File: config.mk
export PLATFORM = sky130hd
export DESIGN_NAME = fs4_serial_flat
export DESIGN_NICKNAME = d
export VERILOG_FILES = /design/src/rtl/fs4_serial_pkg.sv /design/src/rtl/fs4_serial_if.sv /design/src/rtl/fs4_serial_fs1.sv /design/src/rtl/fs4_serial.sv /design/src/flat_wrapper.sv
export SDC_FILE = /design/constraint.sdc
export NUM_CORES = 1
export LEC_CHECK = 0
export ABC_CLOCK_PERIOD_IN_PS = 2800
export CORE_ASPECT_RATIO = 0.9
export CORE_MARGIN = 4
export CORE_UTILIZATION = 25
export CTS_BUF_LIST = sky130_fd_sc_hd__clkbuf_2 sky130_fd_sc_hd__clkbuf_4 sky130_fd_sc_hd__clkbuf_8
export CTS_CLUSTER_SIZE = 28
export DETAILED_ROUTE_END_ITERATION = 12
export DONT_BUFFER_PORTS = 1
export PLACE_DENSITY = 0.42
export SLEW_MARGIN = 10
export SYNTH_ARGS = -nofsm -noshare
export SYNTH_HDL_FRONTEND = slang
export SYNTH_SLANG_ARGS = --single-unit
File: constraint.sdc
create_clock -name clk -period 2.8 [get_ports clk]
set_input_delay 0.42 -clock clk [delete_from_list [all_inputs] [get_ports clk]]
set_output_delay 0.42 -clock clk [all_outputs]
set_load 0.01 [all_outputs]
File: src/rtl/fs4_serial_pkg.sv
// fs4_serial shared types.
// FSM state encoding and default operand width.
package fs_pkg;
  localparam int FS_WIDTH = 4;

  typedef enum logic [1:0] {
    IDLE,
    SHIFT,
    DONE
  } fs_state_t;
endpackage

File: src/rtl/fs4_serial_if.sv
// Operand/result handshake bundle
// for the serial subtractor.
interface fs4_serial_if
  import fs_pkg::*;
#(
  parameter int WIDTH = FS_WIDTH
);
  logic             in_valid;
  logic             in_ready;
  logic [WIDTH-1:0] a;
  logic [WIDTH-1:0] b;
  logic             bin;
  logic             out_valid;
  logic             out_ready;
  logic [WIDTH-1:0] diff;
  logic             bout;

  modport master (
    output in_valid, a, b, bin, out_ready,
    input  in_ready, out_valid, diff, bout
  );

  modport slave (
    input  in_valid, a, b, bin, out_ready,
    output in_ready, out_valid, diff, bout
  );
endinterface

File: src/rtl/fs4_serial_fs1.sv
// 1-bit full subtractor cell.
// d = a - b - bin, bout = borrow.
module fs1 (
  input  logic a,
  input  logic b,
  input  logic bin,
  output logic d,
  output logic bout
);
  assign d    = a ^ b ^ bin;
  assign bout = (~a & b) | (~(a ^ b) & bin);
endmodule

File: src/rtl/fs4_serial.sv
// Bit-serial subtractor: one fs1 cell
// walked LSB-first across the operands.
module fs4_serial
  import fs_pkg::*;
#(
  parameter int WIDTH = FS_WIDTH
) (
  input  logic         clk,
  input  logic         rst,
  fs4_serial_if.slave  bus
);
  localparam int CW = $clog2(WIDTH) + 1;

  fs_state_t        state, state_n;
  logic [WIDTH-1:0] sa, sb, res;
  logic [WIDTH-1:0] diff_q;
  logic [WIDTH:0]   res_sh;
  logic [CW-1:0]    cnt;
  logic             br, bout_q;
  logic             d, br_n;
  logic             in_ready, out_valid;
  logic             last;

  fs1 u_fs1 (
    .a    (sa[0]),
    .b    (sb[0]),
    .bin  (br),
    .d    (d),
    .bout (br_n)
  );

  assign last   = (cnt == CW'(WIDTH - 1));
  assign res_sh = {d, res};

  assign bus.in_ready  = in_ready;
  assign bus.out_valid = out_valid;
  assign bus.diff      = diff_q;
  assign bus.bout      = bout_q;

  always_ff @(posedge clk) begin
    if (rst) state <= IDLE;
    else     state <= state_n;
  end

  always_comb begin
    state_n   = state;
    in_ready  = 1'b0;
    out_valid = 1'b0;
    unique case (state)
      IDLE: begin
        in_ready = ~rst;
        if (bus.in_valid) state_n = SHIFT;
      end
      SHIFT: begin
        if (last) state_n = DONE;
      end
      DONE: begin
        out_valid = 1'b1;
        if (bus.out_ready) state_n = IDLE;
      end
      default: state_n = IDLE;
    endcase
  end

  // result is published only on the final
  // bit, so diff never shows a partial value
  always_ff @(posedge clk) begin
    if (rst) begin
      sa     <= '0;
      sb     <= '0;
      res    <= '0;
      br     <= 1'b0;
      cnt    <= '0;
      diff_q <= '0;
      bout_q <= 1'b0;
    end else begin
      if (state == IDLE && bus.in_valid) begin
        sa  <= bus.a;
        sb  <= bus.b;
        br  <= bus.bin;
        cnt <= '0;
      end else if (state == SHIFT) begin
        sa  <= sa >> 1;
        sb  <= sb >> 1;
        res <= res_sh[WIDTH:1];
        br  <= br_n;
        cnt <= cnt + CW'(1);
        if (last) begin
          diff_q <= res_sh[WIDTH:1];
          bout_q <= br_n;
        end
      end
    end
  end
endmodule

File: src/flat_wrapper.sv
// flat-port wrapper written by rule: the top's interface ports become plain ports
module fs4_serial_flat import fs_pkg::*;
#(
  parameter int WIDTH = FS_WIDTH
)
  (clk, rst, bus_in_valid, bus_a, bus_b, bus_bin, bus_out_ready, bus_in_ready, bus_out_valid, bus_diff, bus_bout);
  fs4_serial_if #(.WIDTH(WIDTH)) bus_i ();
  input  logic clk;
  input  logic rst;
  input wire logic [$bits(bus_i.in_valid)-1:0] bus_in_valid;
  input wire logic [$bits(bus_i.a)-1:0] bus_a;
  input wire logic [$bits(bus_i.b)-1:0] bus_b;
  input wire logic [$bits(bus_i.bin)-1:0] bus_bin;
  input wire logic [$bits(bus_i.out_ready)-1:0] bus_out_ready;
  output wire logic [$bits(bus_i.in_ready)-1:0] bus_in_ready;
  output wire logic [$bits(bus_i.out_valid)-1:0] bus_out_valid;
  output wire logic [$bits(bus_i.diff)-1:0] bus_diff;
  output wire logic [$bits(bus_i.bout)-1:0] bus_bout;
  assign bus_i.in_valid = bus_in_valid;
  assign bus_i.a = bus_a;
  assign bus_i.b = bus_b;
  assign bus_i.bin = bus_bin;
  assign bus_i.out_ready = bus_out_ready;
  assign bus_in_ready = bus_i.in_ready;
  assign bus_out_valid = bus_i.out_valid;
  assign bus_diff = bus_i.diff;
  assign bus_bout = bus_i.bout;
  fs4_serial #(.WIDTH(WIDTH)) u_core (.clk(clk), .rst(rst), .bus(bus_i));
endmodule
Word level (Yosys, flattened, before mapping)
Index checks and enable logic that the tools add are counted.

Bits in registers: 23. Input bits: 13. Output and inout port bits: 7. Logic and storage cells: 43.

$add $sub $neg: 1. Equal/unequal tests: 6. Mux-type cells: 12. Bitwise logic cells: 9. Reduce and logical (&&, ||, !) cells: 7.

Operator list (number): two-way mux 4 bit (4); two-way mux 2 bit (3); one-hot mux 2 bit (3 select lines) (1); AND reduction 3 bit (2); two-way mux 1 bit (4); != test 2 bit (second input constant) (2); inverter 1 bit (4); adder 3 x 1 -> 3 bit (second input constant) (1); == test 3 x 2 -> 1 bit (second input constant) (1); bitwise AND 1 bit (2); == test 2 x 1 -> 1 bit (second input constant) (1); == test 2 bit (second input constant) (1); logical NOT 2 bit (1); != test 2 x 1 -> 1 bit (second input constant) (1); AND reduction 2 bit (1); nonzero test 2 bit (1); OR reduction 2 bit (1); bitwise XOR 1 bit (2); logical AND 1 bit (1); OR 1 bit (1).

Logic depth before layout (Yosys ltp)
Gate-level depths: netlist of run 1.

Depth after elaboration: 6. Gate-level depth with buffers: 6. Mapped depth without buffers: 5.

Cells and area by module
From an unflattened synthesis of run 1, not the netlist that was laid out.

Cells, all modules: 118. Area, all modules: 1003.5 µm².

By module, submodules not included: fs4_serial (times used 1, cells an instance 114, area an instance 972.2 µm², seq. area each 440.4 µm²); fs1 (times used 1, cells an instance 4, area an instance 31.3 µm², seq. area each 0.0 µm²).

Least setup slack after synthesis of run 1
Ideal clock, no wire load.

Kind: input port to flip-flop. Start point: input bus_in_valid. End point: register u_core.sa[3]. Setup time: 0.132 ns. Arrival: 1.188 ns. Required time: 2.668 ns. Path slack: 1.480 ns. Stages: 5. Buffers on the path: 2. Cell sequence: buf_2 -> or3b_1 -> clkbuf_1 -> nand3_1 -> a21oi_1.

Cells in the longest elaborated chain, start to end: 2. Elaborated cells between the ends (all ways): 3. Classes of those cells: mux: 1; reduce/logical: 2.

RTL lines: from (decl) (line flat_wrapper.sv:10) `input wire logic [$bits(bus_i.in_valid)-1:0] bus_in_valid;`; logical AND 1 bit * (line fs4_serial.sv:77) `if (state == IDLE && bus.in_valid) begin`; two-way mux 4 bit or nonzero test 2 bit (tied branches); to (signal assigned) (line fs4_serial.sv:78) `sa <= bus.a;`; to (signal assigned) (line fs4_serial.sv:83) `sa <= sa >> 1;`; to (decl) (line fs4_serial.sv:15) `logic [WIDTH-1:0] sa, sb, res;`.

Mark *: on every way between the ends. The rest lies on a longest branch, timed or not. A chain may end at the register's enable or synchronous reset.

Worst setup path after layout of run 1
Start point: register u_core.state[1]. End point: output bus_out_valid.

Cells in the longest elaborated chain, start to end: 2.

RTL lines: from (decl) (line fs4_serial.sv:14) `fs_state_t state, state_n;`; from (signal assigned) (line fs4_serial.sv:42) `else state <= state_n;`; == test 2 bit (line fs4_serial.sv:49) `unique case (state)`; two-way mux 1 bit (line fs4_serial.sv:49); to (decl) (line flat_wrapper.sv:16) `output wire logic [$bits(bus_i.out_valid)-1:0] bus_out_valid;`.

No other way between the ends.

==> reports/metrics.csv, run 1 <==
metric,value,unit
status,completed,
Synth Area in Adders,4.60,%
post-synth cell types,25,
placed cell areas,996,µm²
layout cells sized above 1,5.36,%
largest net degree at the start of global routing,24,
Final min period,1640,ps
crit-path max FO,14,
CTS Hold Bufs,0,
worst clock skew,3.02,ps
H-tree levels,1,
cts bufs inserted,3,
Slew HR,63.7,%
Ant. Diodes,0,
"Seq/Total Area, Yosys",45.0,%
Sink Count,22,
Port Buffers,0,
die area,0.00498,mm²
Yosys warnings,0,
Hold Crit Class,input pin to flip-flop,
"Design Area, Final",0.00107,mm²
critical-path cell list,nor2b_1,
# IOs,20,
number of global-route vias before repair,726,
routability cong.,0.680,
# setup viols final,0,
Root Driver,clkbuf_8,
xor/xnor share of the synthesized area,0.895,%
First-pass DRT Iterations,4,
Routed Wire Length,2070,µm
number of antenna-violating nets in the routed design,0,
Nets,129,
Post-DP HPWL,1450,µm
Max Cap Viol,0,
total power,696,µW
Worst Tran Pin Value,544,ps
RSZ-0062 raised after global routing,false,
post-synthesis simple-gate area fraction,21.6,%
Die Width,73.9,µm
Yosys reg bits,22,
Starting DRT DRC Count,35,
Synth Area in Compound Gates,19.1,%
"non-filler cells, final",158,
leak pwr,0.371,nW
Synth Cell Area,978,µm²
worst hold slack,219,ps
CTS tree,done,
Fmax,610,MHz
Mapped Nets,133,
main combinational cell family by area after synthesis,simple AND/OR/NAND/NOR gates,
crit path capture type,primary output,
CP required,2380,ps
Max Slew Vio Count,0,
top cell type's share of synthesized area,45.0,%
core region area,0.00376,mm²
Starting Density,26.0,%
CP Launch Type,flip-flop,
post_cts resized,0,
mean post-synth cell area,8.36,µm²
routed len/inst,13.1,µm
Via density,4.91,
initial antenna violation count,0,
CP Buf/Inv Count,0,
total grt overflow,0,
mux contribution to synthesized area,2.05,%
Longest Clk Path Bufs,2,
Cell Pwr Density,652,mW/mm²
Final Util,28.4,%
maximum VDD drop,0.000281,V
"Reg clk slew, reported paths",80,ps
"area leader, netlist",dfxtp_1,
Placed Cells incl. Taps,154,
Placement Rows,21,
Area contributors post-synth,"dfxtp_1 (45%), a21oi_1 (10%), nand2_1 (6.1%)",
Area Overhead vs Synth,9.08,%
Total Routing Usage GR,9.59,%
"most common cell after layout, fill and taps aside",dfxtp_1,
"Data arrival, critical path",1220,ps
"commonest cells after routing, fill and taps aside","dfxtp_1 (22), a21oi_1 (20), nand2_1 (16), nor2_1 (11), nand3_1 (6)",
DR DRC count,0,
CP peak stage delay,620,ps
Place WS,1210,ps
critical path class,flip-flop to primary output,
"Clk Latency, worst-skew pair",260,ps
postcts setup bufs,0,
critical path's slowest cell,dfxtp_1,
Final Cycle Share,58.5,%
Post-Synthesis Cells,117,
Chip Height,67.4,µm
Final Hold Viols,0,
first-pass GRT wire length,3560,µm
vias post-DR,776,
Fin Setup TNS,0,ps
Worst Slack Setup Final,1160,ps
"delay-heaviest family, CP",flip-flops,
power breakdown:
| group | switching [mW] | internal [mW] |
|---|---|---|
| Combinational | 0.0335 | 0.0274 |
| Sequential | 0.0121 | 0.329 |
| Clock | 0.104 | 0.191 |
| Total | 0.149 | 0.547 |
registers in the layout, indices dropped and copies added (netlist names):
signal	count
u_core.bus.diff	4
u_core.state	2
u_core.res	3
u_core.bus.bout	1
u_core.cnt	3
u_core.sa	4
u_core.br	1
u_core.sb	4
final cells by class:
class                      instances  area (µm²)
clock buffer                       3        41.3
clock inverter                     1        30.0
fill                             413        2690
inverter                           5        18.8
multi-input combinational         80         472
sequential                        22         440
tap                               46        57.6
timing repair buffer               1        7.51
layer usage:
metal / vias to the layer above / global-route usage, % / part of all wire (%)
li1: 391 / - / -
met4: 0 / 4.07 / 1.6
met2: 30 / 14.0 / 41
met5: - / 0 / 0
met1: 351 / 11.8 / 45
met3: 4 / 4.91 / 13
cells in the mapped netlist:
master,number
o21a_1,1
inv_1,5
ha_1,2
dfxtp_1,22
or3b_1,1
nand3b_1,1
xnor2_1,1
nand3_1,6
o221a_1,2
a211oi_1,4
a2111oi_0,1
a21oi_1,20
nor3b_4,1
nand2b_1,2
nor2_1,11
mux2i_1,2
buf_4,1
nand2_1,16
nor2b_1,2
a221oi_1,1
buf_2,5
clkbuf_1,4
nor3_1,4
a311oi_1,1
fa_1,1
path summary, 6_finish.rpt:
check | start | end | slack [ps] | cells past startpoint
worst max-delay path | u_core.state[1] | bus_out_valid | 1160 | 1
worst min-delay path | rst | u_core.bus.diff[0] | 220 | 1
worst max register to register | u_core.state[1] | u_core.sa[2] | 1180 | 3
worst min register to register | u_core.sb[3] | u_core.sb[2] | 450 | 2
cells by family after synthesis:
| group | after synthesis |
|---|---|
| flops | 22 |
| xor+xnor | 1 |
| simple gates | 44 |
| fa+ha+maj | 3 |
| compound gates | 30 |
| mux | 2 |
| buf+inv | 15 |
Power figures use the tool's default switching activity.
==> inputs of run 2 (changes only) <==
--- a/config.mk
+++ b/config.mk
@@ -5,7 +5,7 @@
 export SDC_FILE = /design/constraint.sdc
 export NUM_CORES = 1
 export LEC_CHECK = 0
-export ABC_CLOCK_PERIOD_IN_PS = 2800
+export ABC_CLOCK_PERIOD_IN_PS = 1600
 export CORE_ASPECT_RATIO = 0.9
 export CORE_MARGIN = 4
 export CORE_UTILIZATION = 25
==> constraint.sdc (replaced) <==
create_clock -name clk -period 1.6 [get_ports clk]
set_input_delay 0.24 -clock clk [delete_from_list [all_inputs] [get_ports clk]]
set_output_delay 0.24 -clock clk [all_outputs]
set_load 0.01 [all_outputs]
==> run 2 against run 1 <==
Against the previous run: clock skew increased by 4.3 ps; via count unchanged; cell area increased by 0.59%; register-to-register slack got worse by 990 ps; largest power group unchanged.
==> reports/metrics.csv, run 2 (synthesis gave the netlist of run 1 again) <==
metric,value,unit
Starting Density,26.0,%
DR DRC count,0,
Final Cycle Share,90.4,%
critical path class,flip-flop to primary output,
RSZ-0062 raised after global routing,false,
Worst Tran Pin Value,526,ps
First-pass DRT Iterations,2,
"most common cell after layout, fill and taps aside",dfxtp_1,
reg2reg end,u_core.cnt[2],
number of global-route vias before repair,779,
maximum VDD drop,0.000555,V
routed len/inst,13.6,µm
cts bufs inserted,3,
Starting DRT DRC Count,50,
Final Util,28.6,%
postcts setup bufs,0,
# IOs,20,
Die Width,73.9,µm
Final Hold Viols,0,
"Data arrival, critical path",1210,ps
worst hold slack,38.4,ps
vias post-DR,776,
Fmax,691,MHz
Via density,4.82,
Placement Rows,21,
number of antenna-violating nets in the routed design,0,
Hold Crit Class,input pin to flip-flop,
Worst Reg-to-Reg Cells,4,
Port Buffers,0,
"commonest cells after routing, fill and taps aside","dfxtp_1 (22), a21oi_1 (20), nand2_1 (16), nor2_1 (11), nand3_1 (6)",
# setup viols final,0,
FILL cells,419,
routability cong.,0.721,
"non-filler cells, final",161,
Max Cap Viol,0,
Chip Height,67.4,µm
initial antenna violation count,0,
Slew HR,64.9,%
FF-to-FF Start,u_core.state[0],
die area,0.00498,mm²
crit-path max FO,7,
"Reg clk slew, reported paths",80,ps
Sink Count,22,
worst clock skew,7.35,ps
Cell Pwr Density,1030,mW/mm²
Placed Cells incl. Taps,157,
Ant. Diodes,0,
total grt overflow,0,
H-tree levels,1,
CTS tree,done,
Critical Path Start,u_core.state[0],
CTS Hold Bufs,0,
CP Launch Type,flip-flop,
Routed Wire Length,2180,µm
CP required,1360,ps
Root Driver,clkbuf_8,
"Clk Latency, worst-skew pair",260,ps
crit path capture type,primary output,
Final min period,1450,ps
Fin Setup TNS,0,ps
leak pwr,0.380,nW
Post-DP HPWL,1550,µm
Longest Clk Path Bufs,2,
FF/Latch Area,440,µm²
Total Routing Usage GR,9.58,%
status,completed,
flop2flop setup slack,190,ps
Nets,132,
hold path cells,1,
Max Slew Vio Count,0,
layout cells sized above 1,7.83,%
core region area,0.00376,mm²
crit path to,bus_in_ready,
first-pass GRT wire length,3700,µm
largest net degree at the start of global routing,24,
Area Overhead vs Synth,9.72,%
post_cts resized,0,
area of the multi-input gates,472,µm²
run 2: cell types whose count changed in the layout (fill, tap and decap cells not counted):
cell and change:
buf_4 +3, bufinv_16 -1, clkbuf_8 +1
run 2: where the power goes:
part | switching [mW] | leakage, nW | internal (mW)
combinational | 0.0628 | 0.171 | 0.0508
clock | 0.178 | 0.0288 | 0.219
sequential | 0.0207 | 0.180 | 0.575
run 2: how the worst min path moves through the flow:
| stage | startpoint | end | slack (ps) |
|---|---|---|---|
| floorplan | rst | u_core.cnt[2] | 330 |
| global placement | rst | u_core.sa[3] | 310 |
| detailed placement | rst | u_core.sa[3] | 320 |
| CTS | rst | u_core.bus.diff[1] | 30 |
| global route | rst | u_core.bus.diff[1] | 30 |
| finish | rst | u_core.bus.diff[1] | 40 |
run 2: metrics by stage:
stage	instance area [µm²]	power [mW]	worst slack (ps)
3_3_place_gp	1020	0.720	258
4_1_cts	1070	1.12	137
6_report	1070	1.11	153
5_1_grt	1070	1.16	10.3
2_1_floorplan	978	0.706	337
3_5_place_dp	1020	0.722	188
run 2: layout make-up:
| type | count | area share (%) |
|---|---|---|
| clock buffer | 4 | 5.13 |
| inverter | 5 | 1.75 |
| multi-input combinational | 80 | 43.9 |
| sequential | 22 | 41.0 |
| timing repair buffer | 4 | 2.80 |
| tap | 46 | 5.36 |
run 2: routing by layer:
metal	vias up	part of all wire [%]	global-route usage, %
li1	398	-	-
met1	359	49	13.2
met2	17	43	14.3
met3	2	6.9	3.87
met4	0	0.41	1.36
met5	-	0	0
run 2: worst max-delay path, cell delays in order, from the launching register on:
cell and delay [ps]:
dfxtp_1 400, buf_4 190, nor3_1 350
==> inputs of run 3 (changes only) <==
--- a/config.mk
+++ b/config.mk
@@ -13,7 +13,7 @@
 export CTS_CLUSTER_SIZE = 28
 export DETAILED_ROUTE_END_ITERATION = 12
 export DONT_BUFFER_PORTS = 1
-export PLACE_DENSITY = 0.42
+export PLACE_DENSITY_LB_ADDON = 0.3
 export SLEW_MARGIN = 10
 export SYNTH_ARGS = -nofsm -noshare
 export SYNTH_HDL_FRONTEND = slang
==> run 3 against run 2 <==
Against the previous run: clock-buffer cell count did not move; via count is 0.13% lower; maximum frequency grew 0.92%; worst setup slack better by 13 ps; first-iteration DRC count up 62%; register-to-register slack gained 30 ps; clock power barely moved; sequential power is essentially flat.
==> reports/metrics.csv, run 3 (synthesis gave the netlist of run 1 again) <==
metric,value,unit
"Data arrival, critical path",1190,ps
Final Hold Viols,0,
Nets,133,
Fin Setup TNS,0,ps
Fmax,697,MHz
"most common cell after layout, fill and taps aside",dfxtp_1,
"commonest cells after routing, fill and taps aside","dfxtp_1 (22), a21oi_1 (20), nand2_1 (16), nor2_1 (11), nand3_1 (6)",
Final min period,1430,ps
Placed Cells incl. Taps,158,
maximum VDD drop,0.000381,V
# setup viols final,0,
Die Width,73.9,µm
leak pwr,0.385,nW
initial antenna violation count,0,
post_cts resized,0,
Worst Reg-to-Reg Cells,3,
routed len/inst,13.5,µm
Post-DP HPWL,1580,µm
CTS Hold Bufs,0,
Routed Wire Length,2190,µm
core region area,0.00376,mm²
die area,0.00498,mm²
total grt overflow,0,
total power,1.11,mW
"non-filler cells, final",162,
Area Overhead vs Synth,10.5,%
Final Cycle Share,89.6,%
first-pass GRT wire length,3540,µm
critical path class,flip-flop to primary output,
Longest Clk Path Bufs,2,
Total Routing Usage GR,9.07,%
Max Cap Viol,0,
Place WS,258,ps
reg2reg end,u_core.sb[2],
"Clk Latency, worst-skew pair",260,ps
worst clock skew,6.45,ps
Starting Density,26.0,%
Starting DRT DRC Count,81,
Critical Path Start,u_core.state[0],
cts bufs inserted,3,
Worst Tran Pin Value,548,ps
Cell Pwr Density,1020,mW/mm²
Max Slew Vio Count,0,
Slew HR,63.5,%
crit path to,bus_in_ready,
First-pass DRT Iterations,2,
CTS tree,done,
Port Buffers,0,
routability cong.,0.744,
Via density,4.78,
Placement Rows,21,
Root Driver,clkbuf_8,
layout cells sized above 1,8.62,%
CP required,1360,ps
CP Launch Type,flip-flop,
status,completed,
largest net degree at the start of global routing,24,
number of antenna-violating nets in the routed design,0,
Hold Crit Class,input pin to flip-flop,
crit-path max FO,7,
FF-to-FF Start,u_core.state[1],
# IOs,20,
"Reg clk slew, reported paths",80,ps
postcts setup bufs,0,
Chip Height,67.4,µm
crit path capture type,primary output,
DR DRC count,0,
Worst Slack Setup Final,166,ps
Ant. Diodes,0,
flop2flop setup slack,220,ps
number of global-route vias before repair,738,
H-tree levels,1,
RSZ-0062 raised after global routing,false,
vias post-DR,775,
Sink Count,22,
run 3: critical path: stages, from the launching register on:
cell and delay (ps):
dfxtp_1 400, buf_4 190, nor3_1 340
run 3: worst min-delay path by stage:
stage	from	end	slack, ps	cells past startpoint
after CTS	rst	u_core.res[3]	30	1
after detailed placement	rst	u_core.sa[3]	310	1
after global routing	rst	u_core.state[1]	30	1
final	rst	u_core.res[3]	40	1
after global placement	rst	u_core.bus.diff[2]	310	1
after floorplan	rst	u_core.cnt[2]	330	1
run 3: power breakdown:
part	total, mW	internal [mW]	switching [mW]
Combinational	0.115	0.0524	0.0627
Sequential	0.596	0.575	0.0207
Clock	0.396	0.219	0.176
run 3: metal layers:
| layer | vias up | global-route usage (%) | wire length [µm] |
|---|---|---|---|
| li1 | 400 | - | - |
| met1 | 357 | 13.2 | 1130 |
| met2 | 16 | 12.8 | 905 |
| met3 | 2 | 3.42 | 132 |
| met4 | 0 | 1.36 | 18 |
| met5 | - | 0 | 0 |
run 3: final cells by class:
cell class / instances / area [µm²]
Multi-Input combinational cell: 80 / 472
Tap cell: 46 / 57.6
Inverter: 5 / 18.8
Fill cell: 413 / 2680
Clock buffer: 4 / 55.1
Sequential cell: 22 / 440
Timing Repair Buffer: 5 / 37.5
run 3: through the flow:
| stage | hold slack [ps] | utilization (%) | instance area, µm² |
|---|---|---|---|
| finish | 40.1 | 28.8 | 1080 |
| global route | 26.8 | 28.8 | 1080 |
| CTS | 31.4 | 28.8 | 1080 |
| detailed placement | 315 | 27.3 | 1030 |
| global placement | 313 | 27.3 | 1030 |
| floorplan | 330 | - | 978 |
